[config.mk]
export PLATFORM = sky130hd
export DESIGN_NAME = memory_slave
export DESIGN_NICKNAME = d
export VERILOG_FILES = /design/src/rtl/memory_slave.sv
export SDC_FILE = /design/constraint.sdc
export NUM_CORES = 1
export LEC_CHECK = 0
export CORE_UTILIZATION = 69
export CTS_BUF_LIST = sky130_fd_sc_hd__clkbuf_8
export DETAILED_ROUTE_END_ITERATION = 7
export PLACE_DENSITY = 0.88
export SLEW_MARGIN = 20
export SYNTH_ARGS = -nofsm -noshare
export SYNTH_HDL_FRONTEND = slang
export SYNTH_SLANG_ARGS = --single-unit
[constraint.sdc]
create_clock -name clk -period 3.5 [get_ports clk]
set_input_delay 0.35 -clock clk [delete_from_list [all_inputs] [get_ports clk]]
set_output_delay 0.35 -clock clk [all_outputs]
set_load 0.03 [all_outputs]
[src/rtl/memory_slave.sv]
// memory_slave: register-file memory slave with read latency, busy back-pressure and error flag
//   clk      posedge clock
//   reset    asynchronous active-low reset; clears state, outputs and all words
//   wr, rd   request strobes, sampled only while idle
//   addr     word address, legal below MEM_SIZE
//   wdata    write data
//   rdata    registered read data, held until the next read response
//   slv_rsp  one-cycle completion pulse per accepted request
//   err      qualifies slv_rsp: request rejected
//   busy     request in flight, new requests dropped
module memory_slave #(
  parameter int ADDR_WIDTH = 4,
  parameter int DATA_WIDTH = 32,
  parameter int MEM_SIZE   = 16,
  parameter int RD_LATENCY = 2
)(
  input  logic                  clk,
  input  logic                  reset,
  input  logic                  wr,
  input  logic                  rd,
  input  logic [ADDR_WIDTH-1:0] addr,
  input  logic [DATA_WIDTH-1:0] wdata,
  output logic [DATA_WIDTH-1:0] rdata,
  output logic                  slv_rsp,
  output logic                  err,
  output logic                  busy
);
  localparam int CW = $clog2(RD_LATENCY + 1);
  localparam logic [ADDR_WIDTH:0] LIM = (ADDR_WIDTH + 1)'(MEM_SIZE);
  localparam logic [CW-1:0] CNT_INIT = CW'(RD_LATENCY - 1);
  localparam logic [CW-1:0] ONE = CW'(1);
  typedef enum logic [1:0] {IDLE, RD_WAIT, RESP} state_t;
  state_t state, state_nxt;
  logic [CW-1:0] count, count_nxt;
  logic [ADDR_WIDTH-1:0] addr_q, rd_addr;
  logic [DATA_WIDTH-1:0] mem [MEM_SIZE];
  logic legal, rd_ok, do_wr, do_rd, err_nxt;
  assign legal = {1'b0, addr} < LIM;
  assign rd_ok = rd && !wr && legal;
  assign busy = state != IDLE;
  // a single-cycle read completes straight from IDLE using the live address
  assign rd_addr = state == IDLE ? addr : addr_q;
  always_comb begin
    state_nxt = state;
    count_nxt = count;
    err_nxt = 1'b0;
    do_wr = 1'b0;
    do_rd = 1'b0;
    case (state)
      IDLE: begin
        if (wr || rd) begin
          state_nxt = rd_ok && RD_LATENCY > 1 ? RD_WAIT : RESP;
          count_nxt = rd_ok && RD_LATENCY > 1 ? CNT_INIT : count;
          err_nxt = (wr && rd) || !legal;
          do_wr = wr && !rd && legal;
          do_rd = rd_ok && RD_LATENCY == 1;
        end
      end
      RD_WAIT: begin
        count_nxt = count - ONE;
        state_nxt = count == ONE ? RESP : RD_WAIT;
        do_rd = count == ONE;
      end
      default: state_nxt = IDLE;
    endcase
  end
  always_ff @(posedge clk or negedge reset) begin
    if (!reset) begin
      state <= IDLE;
      count <= '0;
      addr_q <= '0;
      rdata <= '0;
      slv_rsp <= 1'b0;
      err <= 1'b0;
      for (int i = 0; i < MEM_SIZE; i++) mem[i] <= '0;
    end else begin
      state <= state_nxt;
      count <= count_nxt;
      slv_rsp <= state_nxt == RESP;
      err <= err_nxt;
      if (state == IDLE) addr_q <= addr;
      if (do_wr) mem[addr] <= wdata;
      if (do_rd) rdata <= mem[rd_addr];
    end
  end
endmodule

==> impl_metrics.py, run 1 <==
metrics = {
    "yosys": {
        "synth_cells": 2039,
        "yosys.area_share.adder_pct": 0.0474,
        "synth_top_family_by_area": "multiplexers",
        "synth_nets": 2080,
        "yosys.area_share.simple_pct": 6.50,
        "netlist_area_sq_um": 26400,
        "synth_warnings": 0,
        "ys_ff_latch": 554,
        "synth.mux.area_fraction_pct": 29.2,
        "synthXorXnorAreaFrac_pct": 0,
        "ys_seq_area_share_pct": 52.6,
        "ys_types": 41,
        "synth.avg_cell_area_sq_um": 12.9,
        "synth-edff-count": 0,
        "synth_compound_area_share_pct": 8.40,
        "async_reset_ff_share_pct": 100,
        "synthFlopType": "dfrtp_1",
    },
    "clocking": {
        "cts_inserted_buffers": 88,
        "root_buffer": "clkbuf_8",
        "postCtsHoldBufs": 1,
        "cts_setup_buffers": 0,
        "clk_pin_slew_ns": 0.06,
        "ctsResizeCount": 0,
        "htreeDepth": 3,
        "clk_path_buf_depth": 3,
        "clock-sinks": 554,
        "clkLatencyLatePin_ns": 0.66,
        "tritoncts": "done",
    },
    "job": {
        "drv_cap": 0,
    },
    "global_route": {
        "grt_max_degree": 125,
        "grt.total_usage_pct": 36.7,
        "grt_pass1_vias": 19442,
        "overflow": 0,
        "antenna_found_initial": 2,
        "grt_first_pass_wirelength_mm": 109,
    },
    "power": {
        "p_sw_share_pct": 36.6,
        "p_seq_share_pct": 40.7,
        "power_switching_uw": 8740,
        "p_int_uw": 15100,
        "leakagePower_uw": 0.0142,
        "combPwrFrac_pct": 36.9,
        "power_density_nw_per_um2": 809,
        "p_clk_share_pct": 22.4,
        "vdd_ir_drop_max_uv": 484,
    },
    "drt": {
        "antenna_left": 0,
        "drtIter0Drc": 1463,
        "firstDrtPassIters": 5,
        "via_per_inst": 6.93,
        "wl_per_cell_um": 26.3,
        "vias": 18315,
        "drc": 0,
        "routed_wl_mm": 69.5,
    },
    "setup_path": {
        "cp_data_arrival_time_ns": 2.90,
        "crit_path_max_fanout": 36,
        "criticalPathCategory": "reg2out",
        "required_ns": 3.15,
        "crit_path_end_kind": "primary output",
        "critPathLaunchType": "flop",
    },
    "die": {
        "rows": 71,
        "initial_utilization_pct": 70.0,
        "coreArea_sq_um": 37700,
        "die_w_um": 197,
        "io_pins": 75,
        "die_y_um": 197,
        "dieArea_sq_um": 39000,
    },
    "timing": {
        "fin_crit_ns": 3.25,
        "skew_ns": 0.0207,
        "clock.fmax_mhz": 308,
        "slew_headroom_pct": 31.9,
        "tns_ns": 0,
        "setup_viol": 0,
        "slew_viol_final": 0,
        "finalCritPeriodShare_pct": 92.9,
        "hold_viol": 0,
        "worst_slew_pin_slew_ns": 1.02,
        "rsz0062_at_grt": "no",
    },
    "finish": {
        "nets": 2111,
        "area_growth_syn_to_layout_pct": 12.0,
        "drive_gt1_share_pct": 33.9,
        "fin_area_sq_um": 29500,
    },
    "placement": {
        "gp_congestion": 0.808,
        "placed_cell_area_sq_um": 27800,
        "numPortBuffers": 74,
        "dp_hpwl_mm": 39.0,
    },
    "run_status": {
        "status": "completed",
    },
    "worst_hold_path": {
        "hp-class": "in2async",
    },
}
==> layer usage <==
| metal | up-vias | part of all wire [%] | GRT usage, % |
|---|---|---|---|
| li1 | 7748 | - | - |
| met5 | - | 0 | 0 |
| met1 | 9457 | 40 | 48.4 |
| met4 | 0 | 4.6 | 18.8 |
| met3 | 244 | 7.7 | 7.75 |
| met2 | 866 | 48 | 58.0 |
==> metrics by stage <==
| step | cells | hold WS (ns) | total power [uW] | setup WS (ns) | util [%] |
|---|---|---|---|---|---|
| 5_1_grt | 2641 | 0.423 | 24900 | 0.171 | 78.4 |
| 4_1_cts | 2638 | 0.391 | 23800 | 0.281 | 78.3 |
| 2_1_floorplan | 2039 | 0.0544 | 15500 | 1.31 | - |
| 6_report | 2641 | 0.358 | 23900 | 0.248 | 78.4 |
| 3_5_place_dp | 2489 | 0.474 | 18300 | 0.255 | 73.8 |
| 3_3_place_gp | 2489 | 0.461 | 17900 | 0.385 | 73.8 |
==> critical path: stages (launching register included) <==
cell and delay, ns:
dfrtp_1 0.64, nor2_4 0.11, inv_2 0.11, buf_4 0.53
clkdlybuf4s50_1 0.84
==> cells by family after synthesis <==
kind of cell | after synthesis
multiplexers | 706
flip-flops | 554
AND/OR/NAND/NOR | 307
AO/OA/AOI/OAI | 266
buffers and inverters | 205
adder cells (fa/ha/maj) | 1
==> final timing paths <==
path	from	end	slack (ns)	cells past startpoint
worst max-delay path	state[0]	busy	0.25	4
worst min-delay path	reset	mem[325]	0.36	2
worst max register to register	state[0]	rdata[14]	0.28	7
worst min register to register	mem[263]	mem[263]	0.49	1
max in group asynchronous	reset	mem[17]	2.03	3
min in group clk	addr[3]	addr_q[3]	0.44	3
==> cells in the mapped netlist, types with 20 or more instances <==
| cell | count | area [sq um] |
|---|---|---|
| a2111oi_0 | 23 | 201 |
| dfrtp_1 | 554 | 13900 |
| clkbuf_1 | 104 | 390 |
| and3_1 | 163 | 1020 |
| o32ai_1 | 32 | 280 |
| mux2i_1 | 194 | 1940 |
| nor2_1 | 69 | 259 |
| mux2_2 | 498 | 5610 |
| buf_1 | 43 | 161 |
| nor4_1 | 32 | 200 |
| a211oi_1 | 160 | 1200 |
| a221o_1 | 32 | 320 |
| nand2_1 | 20 | 75.1 |
| buf_2 | 47 | 235 |
==> area by class of cell <==
type	count	area, sq um
timing repair buffer	141	1510
sequential	554	13900
inverter	5	18.8
clock buffer	111	1530
multi-input combinational	1280	11800
antenna	2	5.00
fill	2170	8140
clock inverter	37	159
tap	511	639
==> layout by cell type, fill, tap and decap left out, types with 4 or more instances in the layout <==
master / count
clkdlybuf4s50_1: 72
clkinv_2: 4
buf_12: 20
a2111oi_2: 9
and3_1: 163
mux2i_1: 194
a221o_1: 32
dfrtp_1: 553
clkbuf_8: 111
nand2_2: 10
nor4_1: 32
a211oi_1: 160
nand2_1: 10
mux2_1: 14
nor2b_1: 5
nor2_1: 67
o32ai_1: 32
buf_4: 46
a2111oi_0: 23
inv_1: 34
mux2_2: 498
==> power by group through the flow <==
stage	clock, uW	combinational (uW)	sequential, uW
floorplan	0	5940	9540
finish	5350	8810	9710
detailed placement	0	8570	9740
CTS	5400	8700	9680
global placement	0	8310	9570
global route	5690	9310	9930
==> state kept, by name (all words and copies together), names as in the netlist <==
name,count
rdata,32
addr_q,4
slv_rsp,1
mem,512
err,1
state,2
count,2
Power figures use the tool's default switching activity.
==> run 2, diff against run 1 <==
Settings changed: CORE_ASPECT_RATIO set to 0.9.
==> run 2 against run 1 <==
Net effect:
- critical path depth grew 3
- utilization grew 0.88 points
- clock skew is essentially flat
- sequential power shrank 0.5%
- first-iteration DRC count grew 37%
- via count grew 1.9%
- clock power grew 5.8%
- register-to-register slack gained 0.03 ns
- flip-flop and latch count is the same
- cell area grew 0.60%
- sequential share of layout area shrank 0.28 points
==> impl_metrics.py, run 2 (same netlist as run 1, synthesis figures left out) <==
metrics = {
    "run_status": {
        "status": "completed",
    },
    "clocking": {
        "clock-sinks": 554,
        "ctsResizeCount": 0,
        "clk_pin_slew_ns": 0.06,
        "htreeDepth": 3,
        "clkLatencyLatePin_ns": 0.67,
        "cts_inserted_buffers": 87,
        "cts_setup_buffers": 0,
        "clk_path_buf_depth": 3,
        "postCtsHoldBufs": 1,
        "root_buffer": "clkbuf_8",
        "tritoncts": "done",
    },
    "placement": {
        "dp.cells": 2471,
        "numPortBuffers": 74,
        "dp_hpwl_mm": 40.5,
        "placed_cell_area_sq_um": 27900,
        "pre_cts_ws_ns": 0.318,
        "gp_congestion": 0.849,
    },
    "power": {
        "vdd_ir_drop_max_uv": 623,
        "power_density_nw_per_um2": 822,
        "leakagePower_uw": 0.0143,
    },
    "timing": {
        "finalCritPeriodShare_pct": 91.2,
        "worst_slew_pin_slew_ns": 1.02,
        "hold_viol": 0,
        "slew_viol_final": 0,
        "setup_viol": 0,
        "layout_setup_ws_ns": 0.307,
        "tns_ns": 0,
        "skew_ns": 0.0202,
        "slew_headroom_pct": 32.0,
        "hold_slack_ns": 0.354,
        "fin_crit_ns": 3.19,
        "rsz0062_at_grt": "no",
        "clock.fmax_mhz": 313,
    },
    "setup_path": {
        "cp_data_arrival_time_ns": 3.79,
        "cpLargestDelayFamily": "compound AO/OA/AOI/OAI gates",
        "cp.buffers_inverters": 2,
        "worstPathCellList": "nor2_4 -> inv_2 -> a31oi_4 -> buf_12 -> a211oi_1 -> a2111oi_0 -> a221o_1",
        "crit_path_max_fanout": 44,
        "criticalPathCategory": "reg2reg",
        "slowest_delay_ns": 0.83,
        "critPathLaunchType": "flop",
        "crit_path_end_kind": "flop",
        "rrSetupSlack_ns": 0.31,
        "slowest_stage": "a31oi_4",
        "required_ns": 4.10,
    },
    "finish": {
        "area_growth_syn_to_layout_pct": 12.6,
        "diodes": 0,
        "final_common_cell": "dfrtp_1",
        "fin_area_sq_um": 29700,
        "largestRegisters": "mem: 512 flops, rdata: 32 flops, addr_q: 4 flops",
        "final_cell_mix": "dfrtp_1, mux2_2, mux2i_1, and3_1, a211oi_1",
        "nets": 2119,
        "drive_gt1_share_pct": 34.7,
        "largest_register": "mem",
        "nFillCells": 2079,
        "final_cells": 2627,
        "regArea_sq_um": 13900,
        "multiInputGateArea_sq_um": 11800,
        "largest_register_ffs": 512,
    },
    "global_route": {
        "grt_pass1_vias": 19520,
        "grt.total_usage_pct": 37.8,
        "grt_first_pass_wirelength_mm": 113,
        "overflow": 0,
        "antenna_found_initial": 2,
        "grt_max_degree": 117,
    },
    "die": {
        "rows": 67,
        "coreArea_sq_um": 37500,
        "dieArea_sq_um": 39000,
        "die_y_um": 187,
        "die_w_um": 208,
        "initial_utilization_pct": 70.4,
        "io_pins": 75,
    },
    "drt": {
        "via_per_inst": 7.10,
        "vias": 18654,
        "drc": 0,
        "antenna_left": 0,
        "firstDrtPassIters": 6,
        "routed_wl_mm": 72.1,
        "wl_per_cell_um": 27.5,
        "drtIter0Drc": 2002,
    },
    "job": {
        "drv_cap": 0,
    },
    "worst_hold_path": {
        "hp-class": "in2async",
    },
}
[run 2: cell types whose count changed in the layout (fill, tap and decap cells not counted)]
cell	before	now
clkbuf_8	111	116
inv_8	1	0
buf_8	2	1
bufinv_16	0	2
clkinv_2	4	9
diode_2	2	0
buf_4	46	54
inv_1	34	29
buf_12	20	22
clkinvlp_4	2	3
[run 2: through the flow]
stage,power (uW),utilization [%]
after floorplan,15500,-
after global placement,18000,74.4
after detailed placement,18500,74.4
after CTS,24300,79.3
after global routing,25400,79.3
final,24400,79.3
[run 2: path summary, 6_finish.rpt]
| path | end | cells after the start | startpoint |
|---|---|---|---|
| setup / recovery | rdata[17] | 7 | state[0] |
| hold / removal | mem[164] | 2 | reset |
| setup reg to reg | rdata[17] | 7 | state[0] |
| hold reg to reg | count[0] | 1 | count[0] |
| max in group asynchronous | addr_q[0] | 3 | reset |
| min in group clk | state[1] | 3 | wr |
[run 2: routing by layer]
layer  up-vias  global-route usage (%)  wire length [um]
li1       7749                       -                 -
met1      9614                    50.8             28700
met5         -                       0                29
met2      1034                    59.1             33600
met4         4                    17.2              2950
met3       253                    8.73              6810
[run 2: worst reg2reg max path: cells and delay by family, from the launching register on]
kind / cells / cell delay, ns
AO/OA/AOI/OAI: 4 / 1.77
buffers and inverters: 2 / 0.54
flip-flops: 1 / 0.57
AND/OR/NAND/NOR: 1 / 0.24
[run 2: final cells by class]
| cell class | count | area share, % |
|---|---|---|
| Clock buffer | 116 | 5.38 |
| Clock inverter | 39 | 0.746 |
| Inverter | 5 | 0.0632 |
| Multi-Input combinational cell | 1280 | 39.7 |
| Sequential cell | 554 | 46.7 |
| Tap cell | 483 | 2.03 |
| Timing Repair Buffer | 150 | 5.36 |
[run 2: power by group]
part | switching (uW) | internal (uW)
logic | 5080 | 4000
registers | 1280 | 8380
clock network | 2570 | 3100
total | 8920 | 15500
